**src/rtl/edge_period_meter_if.sv**
```systemverilog
// Signal bundle between edge_period_meter (master) and its consumer (slave).
// With PHASE_MEAS_EN defined, the ref_in / phase_cyc pair is added.
interface edge_period_meter_if #(
    parameter int COUNT_W = 16
);
    logic               sig_in;
    logic [COUNT_W-1:0] period_avg;
    logic [COUNT_W-1:0] high_avg;
    logic               meas_valid;
    logic               locked;
    logic               nosig;
`ifdef PHASE_MEAS_EN
    logic               ref_in;
    logic [COUNT_W-1:0] phase_cyc;

    modport master (
        input  sig_in, ref_in,
        output period_avg, high_avg, meas_valid, locked, nosig, phase_cyc
    );
    modport slave (
        output sig_in, ref_in,
        input  period_avg, high_avg, meas_valid, locked, nosig, phase_cyc
    );
`else
    modport master (
        input  sig_in,
        output period_avg, high_avg, meas_valid, locked, nosig
    );
    modport slave (
        output sig_in,
        input  period_avg, high_avg, meas_valid, locked, nosig
    );
`endif
endinterface

```
**src/rtl/edge_period_meter.sv**
```systemverilog
// Measures period and high time of sig_in in clk_50 cycles, averaged over 2^AVG_LOG2 periods.
// Define PHASE_MEAS_EN to add the ref_in -> sig_in rise delay measurement (phase_cyc).
//
// state      | meaning
// WAIT_FIRST | after reset; waiting for the origin rise, timeout counter running
// MEASURE    | counting periods / high time and accumulating samples
// NOSIG      | signal lost; next rise becomes a new timing origin
module edge_period_meter #(
    parameter int COUNT_W  = 16,
    parameter int AVG_LOG2 = 2,
    parameter int TIMEOUT  = 2000
) (
    input  logic                clk_50,
    input  logic                rst,
    edge_period_meter_if.master mif
);

    localparam int ACC_W = COUNT_W + AVG_LOG2;
    localparam int SMP_W = AVG_LOG2 + 1;
    localparam logic [SMP_W-1:0]   SMP_FULL = SMP_W'(1 << AVG_LOG2);
    localparam logic [COUNT_W-1:0] CNT_ONE  = COUNT_W'(1);
    localparam logic [COUNT_W-1:0] TMO      = COUNT_W'(TIMEOUT);
    localparam logic [COUNT_W-1:0] TMO_M1   = COUNT_W'(TIMEOUT - 1);

    typedef enum logic [1:0] {
        WAIT_FIRST = 2'd0,
        MEASURE    = 2'd1,
        NOSIG      = 2'd2
    } state_t;

    logic s_meta_q, s_q, s_dly_q;
    logic rise;

    always_ff @(posedge clk_50) begin
        if (rst) begin
            s_meta_q <= 1'b0;
            s_q      <= 1'b0;
            s_dly_q  <= 1'b0;
        end else begin
            s_meta_q <= mif.sig_in;
            s_q      <= s_meta_q;
            s_dly_q  <= s_q;
        end
    end

    assign rise = s_q & ~s_dly_q;

    state_t             state_q, state_d;
    logic [COUNT_W-1:0] wait_cnt_q, wait_cnt_d;
    logic [COUNT_W-1:0] period_cnt_q, period_cnt_d;
    logic [COUNT_W-1:0] high_cnt_q, high_cnt_d;
    logic [ACC_W-1:0]   acc_p_q, acc_p_d;
    logic [ACC_W-1:0]   acc_h_q, acc_h_d;
    logic [SMP_W-1:0]   smp_cnt_q, smp_cnt_d;
    logic [COUNT_W-1:0] period_avg_q, period_avg_d;
    logic [COUNT_W-1:0] high_avg_q, high_avg_d;
    logic               meas_valid_q, meas_valid_d;
    logic               locked_q, locked_d;
    logic               nosig_q, nosig_d;
    logic [ACC_W-1:0]   acc_p_base, acc_h_base;
    logic [SMP_W-1:0]   smp_base;

    always_comb begin
        state_d      = state_q;
        wait_cnt_d   = wait_cnt_q;
        period_cnt_d = period_cnt_q;
        high_cnt_d   = high_cnt_q;
        acc_p_d      = acc_p_q;
        acc_h_d      = acc_h_q;
        smp_cnt_d    = smp_cnt_q;
        period_avg_d = period_avg_q;
        high_avg_d   = high_avg_q;
        meas_valid_d = 1'b0;
        locked_d     = locked_q;
        nosig_d      = nosig_q;
        acc_p_base   = acc_p_q;
        acc_h_base   = acc_h_q;
        smp_base     = smp_cnt_q;

        case (state_q)
            WAIT_FIRST, NOSIG: begin
                // The origin rise only starts timing; counters start at 1 to cover the edge cycle.
                if (rise) begin
                    state_d      = MEASURE;
                    wait_cnt_d   = '0;
                    period_cnt_d = CNT_ONE;
                    high_cnt_d   = CNT_ONE;
                    acc_p_d      = '0;
                    acc_h_d      = '0;
                    smp_cnt_d    = '0;
                end else if (state_q == WAIT_FIRST) begin
                    if (wait_cnt_q >= TMO_M1) begin
                        state_d = NOSIG;
                        nosig_d = 1'b1;
                    end else begin
                        wait_cnt_d = wait_cnt_q + 1'b1;
                    end
                end
            end

            MEASURE: begin
                if (period_cnt_q != '1) period_cnt_d = period_cnt_q + 1'b1;
                if (s_q && (high_cnt_q != '1)) high_cnt_d = high_cnt_q + 1'b1;

                if (smp_cnt_q == SMP_FULL) begin
                    period_avg_d = COUNT_W'(acc_p_q >> AVG_LOG2);
                    high_avg_d   = COUNT_W'(acc_h_q >> AVG_LOG2);
                    meas_valid_d = 1'b1;
                    locked_d     = 1'b1;
                    nosig_d      = 1'b0;
                    acc_p_base   = '0;
                    acc_h_base   = '0;
                    smp_base     = '0;
                end

                acc_p_d   = acc_p_base;
                acc_h_d   = acc_h_base;
                smp_cnt_d = smp_base;

                // A rise in the result cycle lands on the freshly cleared sums, so no period is lost.
                if (rise) begin
                    acc_p_d      = acc_p_base + ACC_W'(period_cnt_q);
                    acc_h_d      = acc_h_base + ACC_W'(high_cnt_q);
                    smp_cnt_d    = smp_base + 1'b1;
                    period_cnt_d = CNT_ONE;
                    high_cnt_d   = CNT_ONE;
                end else if (period_cnt_q >= TMO) begin
                    state_d   = NOSIG;
                    nosig_d   = 1'b1;
                    locked_d  = 1'b0;
                    acc_p_d   = '0;
                    acc_h_d   = '0;
                    smp_cnt_d = '0;
                end
            end

            default: state_d = WAIT_FIRST;
        endcase
    end

    always_ff @(posedge clk_50) begin
        if (rst) begin
            state_q      <= WAIT_FIRST;
            wait_cnt_q   <= '0;
            period_cnt_q <= '0;
            high_cnt_q   <= '0;
            acc_p_q      <= '0;
            acc_h_q      <= '0;
            smp_cnt_q    <= '0;
            period_avg_q <= '0;
            high_avg_q   <= '0;
            meas_valid_q <= 1'b0;
            locked_q     <= 1'b0;
            nosig_q      <= 1'b1;
        end else begin
            state_q      <= state_d;
            wait_cnt_q   <= wait_cnt_d;
            period_cnt_q <= period_cnt_d;
            high_cnt_q   <= high_cnt_d;
            acc_p_q      <= acc_p_d;
            acc_h_q      <= acc_h_d;
            smp_cnt_q    <= smp_cnt_d;
            period_avg_q <= period_avg_d;
            high_avg_q   <= high_avg_d;
            meas_valid_q <= meas_valid_d;
            locked_q     <= locked_d;
            nosig_q      <= nosig_d;
        end
    end

    assign mif.period_avg = period_avg_q;
    assign mif.high_avg   = high_avg_q;
    assign mif.meas_valid = meas_valid_q;
    assign mif.locked     = locked_q;
    assign mif.nosig      = nosig_q;

`ifdef PHASE_MEAS_EN
    logic               r_meta_q, r_q, r_dly_q;
    logic               ref_rise;
    logic               phase_armed_q, phase_armed_d;
    logic [COUNT_W-1:0] phase_cnt_q, phase_cnt_d;
    logic [COUNT_W-1:0] phase_cyc_q, phase_cyc_d;

    always_ff @(posedge clk_50) begin
        if (rst) begin
            r_meta_q <= 1'b0;
            r_q      <= 1'b0;
            r_dly_q  <= 1'b0;
        end else begin
            r_meta_q <= mif.ref_in;
            r_q      <= r_meta_q;
            r_dly_q  <= r_q;
        end
    end

    assign ref_rise = r_q & ~r_dly_q;

    always_comb begin
        phase_armed_d = phase_armed_q;
        phase_cnt_d   = phase_cnt_q;
        phase_cyc_d   = phase_cyc_q;
        if (phase_armed_q && (phase_cnt_q != '1)) phase_cnt_d = phase_cnt_q + 1'b1;

        // The latched value includes the sig edge cycle, so a lead of N cycles reads N.
        if (ref_rise) begin
            phase_cnt_d   = '0;
            phase_armed_d = ~rise;
            if (rise) phase_cyc_d = '0;
        end else if (rise && phase_armed_q) begin
            phase_cyc_d   = (phase_cnt_q == '1) ? phase_cnt_q : phase_cnt_q + 1'b1;
            phase_armed_d = 1'b0;
        end
    end

    always_ff @(posedge clk_50) begin
        if (rst) begin
            phase_armed_q <= 1'b0;
            phase_cnt_q   <= '0;
            phase_cyc_q   <= '0;
        end else begin
            phase_armed_q <= phase_armed_d;
            phase_cnt_q   <= phase_cnt_d;
            phase_cyc_q   <= phase_cyc_d;
        end
    end

    assign mif.phase_cyc = phase_cyc_q;
`endif

endmodule

```
**src/flat_wrapper.sv**
```systemverilog
// flat-port wrapper written by rule: the top's interface ports become plain ports
module edge_period_meter_flat 
#(
    parameter int COUNT_W  = 16,
    parameter int AVG_LOG2 = 2,
    parameter int TIMEOUT  = 2000
)
  (clk_50, rst, mif_sig_in, mif_period_avg, mif_high_avg, mif_meas_valid, mif_locked, mif_nosig);
  edge_period_meter_if #(.COUNT_W(COUNT_W)) mif_i ();
  input  logic clk_50;
  input  logic rst;
  input wire logic [$bits(mif_i.sig_in)-1:0] mif_sig_in;
  output wire logic [$bits(mif_i.period_avg)-1:0] mif_period_avg;
  output wire logic [$bits(mif_i.high_avg)-1:0] mif_high_avg;
  output wire logic [$bits(mif_i.meas_valid)-1:0] mif_meas_valid;
  output wire logic [$bits(mif_i.locked)-1:0] mif_locked;
  output wire logic [$bits(mif_i.nosig)-1:0] mif_nosig;
  assign mif_i.sig_in = mif_sig_in;
  assign mif_period_avg = mif_i.period_avg;
  assign mif_high_avg = mif_i.high_avg;
  assign mif_meas_valid = mif_i.meas_valid;
  assign mif_locked = mif_i.locked;
  assign mif_nosig = mif_i.nosig;
  edge_period_meter #(.COUNT_W(COUNT_W), .AVG_LOG2(AVG_LOG2), .TIMEOUT(TIMEOUT)) u_core (.clk_50(clk_50), .rst(rst), .mif(mif_i));
endmodule
```
**config.mk**
```make
export PLATFORM = sky130hd
export DESIGN_NAME = edge_period_meter_flat
export DESIGN_NICKNAME = d
export VERILOG_FILES = /design/src/rtl/edge_period_meter_if.sv /design/src/rtl/edge_period_meter.sv /design/src/flat_wrapper.sv
export SDC_FILE = /design/constraint.sdc
export NUM_CORES = 1
export LEC_CHECK = 0
export ABC_CLOCK_PERIOD_IN_PS = 3300
export BUFFER_PORTS_ARGS = -buffer_cell sky130_fd_sc_hd__clkbuf_2
export CAP_MARGIN = 20
export CORE_MARGIN = 4
export CORE_UTILIZATION = 56
export CTS_CLUSTER_SIZE = 14
export DETAILED_ROUTE_END_ITERATION = 10
export PLACE_DENSITY = 0.77
export SLEW_MARGIN = 10
export SYNTH_ARGS = -nofsm -noshare
export SYNTH_HDL_FRONTEND = slang
export SYNTH_SLANG_ARGS = --single-unit
```
**constraint.sdc**
```tcl
create_clock -name clk_50 -period 3.3 [get_ports clk_50]
set_input_delay 0.99 -clock clk_50 [delete_from_list [all_inputs] [get_ports clk_50]]
set_output_delay 0.99 -clock clk_50 [all_outputs]
set_load 0.03 [all_outputs]
```
==> flow_metrics.py, run 1 <==
metrics = {
    "worst_setup_path": {
        "rr_worst_depth": 13,
        "worstSetupStartpoint": "u_core.smp_cnt_q[0]",
        "worst-path-max-fanout": 13,
        "path_common_cell": "ha_1",
        "critPathMaxStageDelay_ns": 0.49,
        "crit_path_end_kind": "flop",
        "path_class": "reg -> reg",
        "path_cells": "inv_1 > ha_1 > nand2_1 > buf_4 > and2_1 > ha_1 > fa_1 > o21ai_2 > a211oi_1 > o211ai_2 > a21boi_1 > or4b_1 > a41oi_1",
        "endpoint": "u_core.acc_p_q[14]",
        "critPathRequiredTime_ns": 3.64,
        "critPathTopFamily": "compound AO/OA/AOI/OAI gates",
        "cp.arrival_ns": 3.42,
        "r2r-start": "u_core.smp_cnt_q[0]",
        "cp_num_cells": 13,
        "reg2reg_slack_ns": 0.21,
        "worstReg2RegEnd": "u_core.acc_p_q[14]",
        "cp.buffers_inverters": 2,
        "crit_slowest_cell": "or4b_1",
        "cp-start-kind": "flop",
    },
    "clocking": {
        "cts-htree-levels": 4,
        "clk_latency_ns": 0.43,
        "numCtsBuffers": 17,
        "hold_buffers": 0,
        "cts_tree": "built",
        "cts_sinks": 127,
        "root_buffer": "clkbuf_16",
        "clk_path_buf_depth": 2,
        "clkTransAtPathRegs_ns": 0.06,
    },
    "route": {
        "wl_um": 17200,
        "post_drt_wl_per_cell_um": 15.9,
        "first_pass_iters": 5,
        "drc": 0,
        "final_antenna_net_count": 0,
        "vias": 6350,
        "dr.first_iter.drc_count": 487,
        "viasPerCell": 5.87,
    },
    "sta": {
        "finClkSkew_ns": 0.00875,
        "slew_headroom_pct": 40.3,
        "setup_violations": 0,
        "hold_viol_final": 0,
        "setup_ws_ns": 0.213,
        "max_freq_mhz": 324,
        "rsz0062_at_grt": "false",
        "slew_violations": 0,
        "worst_pin_slew_ns": 0.892,
        "fin_crit_sh_pct": 93.5,
        "tns_ns": 0,
        "fin_crit_ns": 3.09,
    },
    "final_layout": {
        "diodes": 0,
        "final-instance-count-excl-fill": 1082,
        "final_layout_size_suffix_gt1_share_pct": 11.6,
        "fin_area_um2": 8050,
        "area_growth_pct": 14.9,
        "nNetsFinal": 940,
        "post-route-util_pct": 66.5,
    },
    "die": {
        "die-width_um": 120,
        "num_io_pins": 38,
        "die_h_um": 120,
        "die-area_um2": 14400,
        "start_util_pct": 57.9,
        "rows": 40,
        "coreArea_um2": 12100,
    },
    "yosys": {
        "syn_nets": 913,
        "syn_inst": 874,
        "ys.flop_type": "dfxtp_1",
        "synth_top_cell_area_share_pct": 36.3,
        "yosysUniqueCellTypes": 68,
        "synth.area.top_cells": "dfxtp_1 (36%), a21oi_1 (6.8%), nand2_1 (6.4%)",
        "seq_area_frac_synth_pct": 36.3,
        "netlist_area_um2": 7010,
        "ys_top_cells_by_count": "dfxtp_1 (127), nand2_1 (119), a21oi_1 (95)",
        "ys_async_sr_fraction_pct": 0,
        "yosysTopAreaCell": "dfxtp_1",
        "yosys_warnings": 0,
        "synth_edf_count": 0,
        "yosysMostFrequentCell": "dfxtp_1",
        "avgSynthCellArea_um2": 8.02,
        "ys_ff_latch": 127,
    },
    "power": {
        "vdd_ir_drop_max_mv": 0.448,
        "leakage_nw": 3.23,
        "p_per_area_nw_per_um2": 476,
    },
    "placed_design": {
        "port_buffers": 37,
        "gp_congestion": 0.939,
        "placed_area_um2": 7350,
        "dp_cells": 1049,
        "hpwl_um": 11800,
        "dp_slack_ns": 0.221,
    },
    "worst_hold_path": {
        "hp-class": "reg -> reg",
        "hold_depth": 1,
    },
    "job": {
        "cap_violations": 0,
    },
    "grt": {
        "grt.overflow.total": 0,
        "grt_max_degree": 38,
        "grt_antenna_before_repair": 0,
        "groute.usage.overall_pct": 25.0,
        "grt_pass1_wl_um": 29500,
        "grt_pass1_vias": 6029,
    },
    "run_status": {
        "status": "finished clean",
    },
}
cell families (layout without fill, tap and decap cells):
| family | Yosys count | after routing | synth area share, % |
|---|---|---|---|
| compound gates | 239 | 239 | 22.0 |
| xor+xnor | 49 | 49 | 6.12 |
| fa+ha+maj | 40 | 40 | 7.21 |
| buf+inv | 62 | 102 | 3.68 |
| flops | 127 | 127 | 36.3 |
| mux | 6 | 6 | 0.857 |
| simple gates | 351 | 351 | 23.8 |
worst min-delay path by stage:
stage,start,to,slack [ns]
floorplan,u_core.s_meta_q,u_core.s_q,0.41
detailed placement,u_core.s_meta_q,u_core.s_q,0.43
CTS,u_core.s_meta_q,u_core.s_q,0.44
global route,u_core.mif.high_avg[15],u_core.mif.high_avg[15],0.47
finish,u_core.s_meta_q,u_core.s_q,0.44
global placement,u_core.s_meta_q,u_core.s_q,0.42
state kept, by name, indices dropped and copies added, names as in the netlist, 2 cells and up:
signal and cells:
u_core.smp_cnt_q 3, u_core.acc_p_q 18, u_core.period_cnt_q 16, u_core.mif.period_avg 16
u_core.state_q 2, u_core.mif.high_avg 16, u_core.acc_h_q 18, u_core.high_cnt_q 16
u_core.wait_cnt_q 16
layout make-up:
cell class	count	area, um2
tap	168	210
inverter	12	45.0
fill	1034	4060
sequential	127	2540
timing repair buffer	58	343
clock buffer	20	447
multi-input combinational	685	4230
clock inverter	12	230
layer usage:
| layer | track usage, % | wire length [um] | vias up |
|---|---|---|---|
| met1 | 34.3 | 8120 | 2972 |
| met2 | 38.7 | 7730 | 195 |
| met3 | 5.66 | 960 | 35 |
| met4 | 9.16 | 387 | 0 |
| li1 | - | - | 3148 |
| met5 | 0 | 0 | - |
cells in the final DEF, fill, tap and decap left out, types with 3 or more instances in the layout:
master and instances:
and3_1 11, a211oi_2 3, o21ai_0 29, bufinv_16 6, clkbuf_2 37, and4_1 5, a21o_1 20, nor2b_1 8
a31oi_1 10, dfxtp_1 127, o211ai_1 5, nand4_1 11, buf_4 21, inv_1 12, nor3b_1 3, a32oi_1 3
a21oi_1 94, maj3_1 4, ha_1 34, nor2_1 90, o21a_1 4, nor3_1 10, xor2_1 23, nand3_1 28
mux2i_1 6, clkbuf_16 17, xnor2_1 26, nand2_1 119, and2_1 37, a22oi_1 3, a21boi_1 3, or4_1 4
or3_1 6, inv_6 3, nand2b_1 6, a211oi_1 9, a22o_1 22
per-stage QoR:
stage,total power [W],hold WS [ns]
finish,0.00383,0.440
global route,0.00393,0.471
CTS,0.00385,0.440
detailed placement,0.00170,0.426
global placement,0.00170,0.424
floorplan,0.00166,0.414
power by group:
part / total [W] / switching [W] / internal [W]
registers: 0.00155 / 0.0000104 / 0.00154
clock network: 0.00216 / 0.000716 / 0.00144
logic: 0.000119 / 0.0000863 / 0.0000330
total: 0.00383 / 0.000813 / 0.00302
repair_timing:
item / in CTS / in global routing
buffers inserted: 0 / 1
resized for setup: 0 / 3
endpoints found under the setup margin: 0 / 3
(Power assumes the default switching activity.)
==> inputs of run 2 (changes only) <==
--- a/config.mk
+++ b/config.mk
@@ -13,6 +13,7 @@
 export CTS_CLUSTER_SIZE = 14
 export DETAILED_ROUTE_END_ITERATION = 10
 export PLACE_DENSITY = 0.77
+export REMOVE_ABC_BUFFERS = 1
 export SLEW_MARGIN = 10
 export SYNTH_ARGS = -nofsm -noshare
 export SYNTH_HDL_FRONTEND = slang
==> run 2 against run 1 <==
Net effect: first-iteration DRC count increased by 12%; clock-buffer cell count up 2; sequential cell count is the same; hold slack lost 0.00084 ns; fmax increased by 0.29%; clock skew shrank 0.0020 ns; non-clock buffer count decreased by 3; combinational power about the same.
==> flow_metrics.py, run 2 (synthesis gave the netlist of run 1 again) <==
metrics = {
    "placed_design": {
        "gp_congestion": 0.927,
        "port_buffers": 37,
        "placed_area_um2": 7330,
        "hpwl_um": 11900,
        "dp_cells": 1047,
    },
    "power": {
        "p_per_area_nw_per_um2": 458,
        "vdd_ir_drop_max_mv": 0.303,
        "leakage_nw": 3.17,
    },
    "worst_setup_path": {
        "crit_slowest_cell": "or4b_1",
        "critPathMaxStageDelay_ns": 0.48,
        "critPathRequiredTime_ns": 3.65,
        "path_cells": "inv_1 > ha_1 > nand2_1 > buf_4 > and2_1 > ha_1 > a21o_1 > a31o_2 > o211ai_2 > a21boi_1 > or4b_1 > a41oi_1",
        "reg2reg_slack_ns": 0.22,
        "cp-start-kind": "flop",
        "path_class": "reg -> reg",
        "worst-path-max-fanout": 25,
        "rr_worst_depth": 12,
        "cp.arrival_ns": 3.42,
        "crit_path_end_kind": "flop",
        "worstReg2RegEnd": "u_core.acc_p_q[14]",
        "r2r-start": "u_core.smp_cnt_q[0]",
        "path_common_cell": "ha_1",
    },
    "worst_hold_path": {
        "hold_depth": 1,
        "hp-start": "u_core.s_meta_q",
        "hp-class": "reg -> reg",
        "hold_path_end": "u_core.s_q",
    },
    "route": {
        "first_pass_iters": 4,
        "met1_length_um": 7700,
        "viasPerCell": 5.80,
        "post_drt_wl_per_cell_um": 15.5,
        "drc": 0,
        "routed.top_layer": "met4",
        "wl_met3_um": 924,
        "vias": 6253,
        "final_antenna_net_count": 0,
        "wl_um": 16700,
        "dr_wl_met2_um": 7660,
        "dr.first_iter.drc_count": 547,
    },
    "clocking": {
        "clk_latency_ns": 0.43,
        "cts_sinks": 127,
        "clk_path_buf_depth": 2,
        "cts-htree-levels": 4,
        "root_buffer": "clkbuf_16",
        "hold_buffers": 0,
        "cts_tree": "built",
        "clkTransAtPathRegs_ns": 0.06,
        "numCtsBuffers": 17,
    },
    "sta": {
        "rsz0062_at_grt": "false",
        "slew_headroom_pct": 39.4,
        "fin_crit_ns": 3.08,
        "hold_viol_final": 0,
        "tns_ns": 0,
        "finClkSkew_ns": 0.00674,
        "slew_violations": 0,
        "max_freq_mhz": 325,
        "fin_crit_sh_pct": 93.3,
        "worst_pin_slew_ns": 0.905,
        "setup_violations": 0,
    },
    "final_layout": {
        "area_growth_pct": 14.0,
        "nNetsFinal": 937,
        "fillCellCount": 1045,
        "diodes": 0,
        "final_cell_mix": "dfxtp_1 (127), nand2_1 (119), a21oi_1 (94)",
        "fin_area_um2": 7990,
        "final_common_cell": "dfxtp_1",
        "final_layout_size_suffix_gt1_share_pct": 11.3,
        "top_regs": "u_core.acc_h_q (18), u_core.acc_p_q (18)",
        "final-instance-count-excl-fill": 1079,
    },
    "grt": {
        "grt_pass1_vias": 5646,
        "groute.usage.overall_pct": 23.6,
        "grt_antenna_before_repair": 0,
        "grt_pass1_wl_um": 27600,
        "grt_max_degree": 36,
        "grt.overflow.total": 0,
    },
    "die": {
        "num_io_pins": 38,
        "die-area_um2": 14400,
        "die-width_um": 120,
        "die_h_um": 120,
        "rows": 40,
        "coreArea_um2": 12100,
        "start_util_pct": 57.9,
    },
    "job": {
        "cap_violations": 0,
    },
    "run_status": {
        "status": "finished clean",
    },
}
==> run 2: cell count changes in the layout (fill, tap and decap cells not counted), sizes merged <==
| cell | before | now |
|---|---|---|
| bufinv | 6 | 4 |
| clkinvlp | 2 | 4 |
| clkbuf | 57 | 59 |
| inv | 15 | 12 |
| clkinv | 1 | 2 |
| buf | 21 | 18 |
==> run 2: area by class of cell <==
cell class,count,area (um2),area share (%)
inverters,12,45.0,0.564
flip-flops and latches,127,2540,31.8
repair buffers,55,320,4.01
well taps,168,210,2.63
multi-input cells,685,4250,53.1
clock inverters,10,160,2.01
clock buffers,22,464,5.81
==> run 2: worst max-delay path by stage <==
stage,startpoint,endpoint,slack (ns),cells past startpoint
CTS,u_core.smp_cnt_q[0],u_core.acc_h_q[14],0.12,13
finish,u_core.smp_cnt_q[0],u_core.acc_p_q[14],0.22,12
global placement,u_core.smp_cnt_q[0],u_core.acc_h_q[14],0.27,13
floorplan,u_core.smp_cnt_q[0],u_core.acc_h_q[10],-0.28,13
detailed placement,u_core.smp_cnt_q[0],u_core.acc_h_q[16],0.13,13
global route,u_core.smp_cnt_q[0],u_core.acc_h_q[15],0.003,13
==> run 2: routing by layer <==
layer | GRT usage (%) | vias to the layer above
met1 | 31.3 | 2890
met5 | 0 | -
li1 | - | 3161
met3 | 5.00 | 33
met2 | 37.4 | 169
met4 | 10.0 | 0
==> run 2: repair_timing <==
| action | CTS | global route |
|---|---|---|
| buffers inserted | 0 | 0 |
| endpoints found under the setup margin | 0 | 5 |
| resized for setup | 0 | 6 |
==> run 2: critical path: cells and delay by family (launching register included) <==
family                   cells  cell delay, ns
AO/OA/AOI/OAI                5            0.99
adder cells (fa/ha/maj)      2            0.53
buffers and inverters        2            0.34
flip-flops                   1            0.36
AND/OR/NAND/NOR              3            0.77
==> run 2: power by group <==
part	switching, W	internal (W)
Sequential	0.0000107	0.00154
Clock	0.000686	0.00130
Combinational	0.0000853	0.0000330
Total	0.000782	0.00287
==> run 2: stage by stage <==
stage                     setup slack (ns)  hold slack (ns)  util, %  power, W
after floorplan                     -0.276            0.414        -   0.00165
final                                0.222            0.439     66.0   0.00366
after detailed placement             0.132            0.430     60.5   0.00170
after global placement               0.268            0.420     60.5   0.00170
after CTS                            0.123            0.443     65.7   0.00368
after global routing               0.00298            0.462     66.0   0.00376
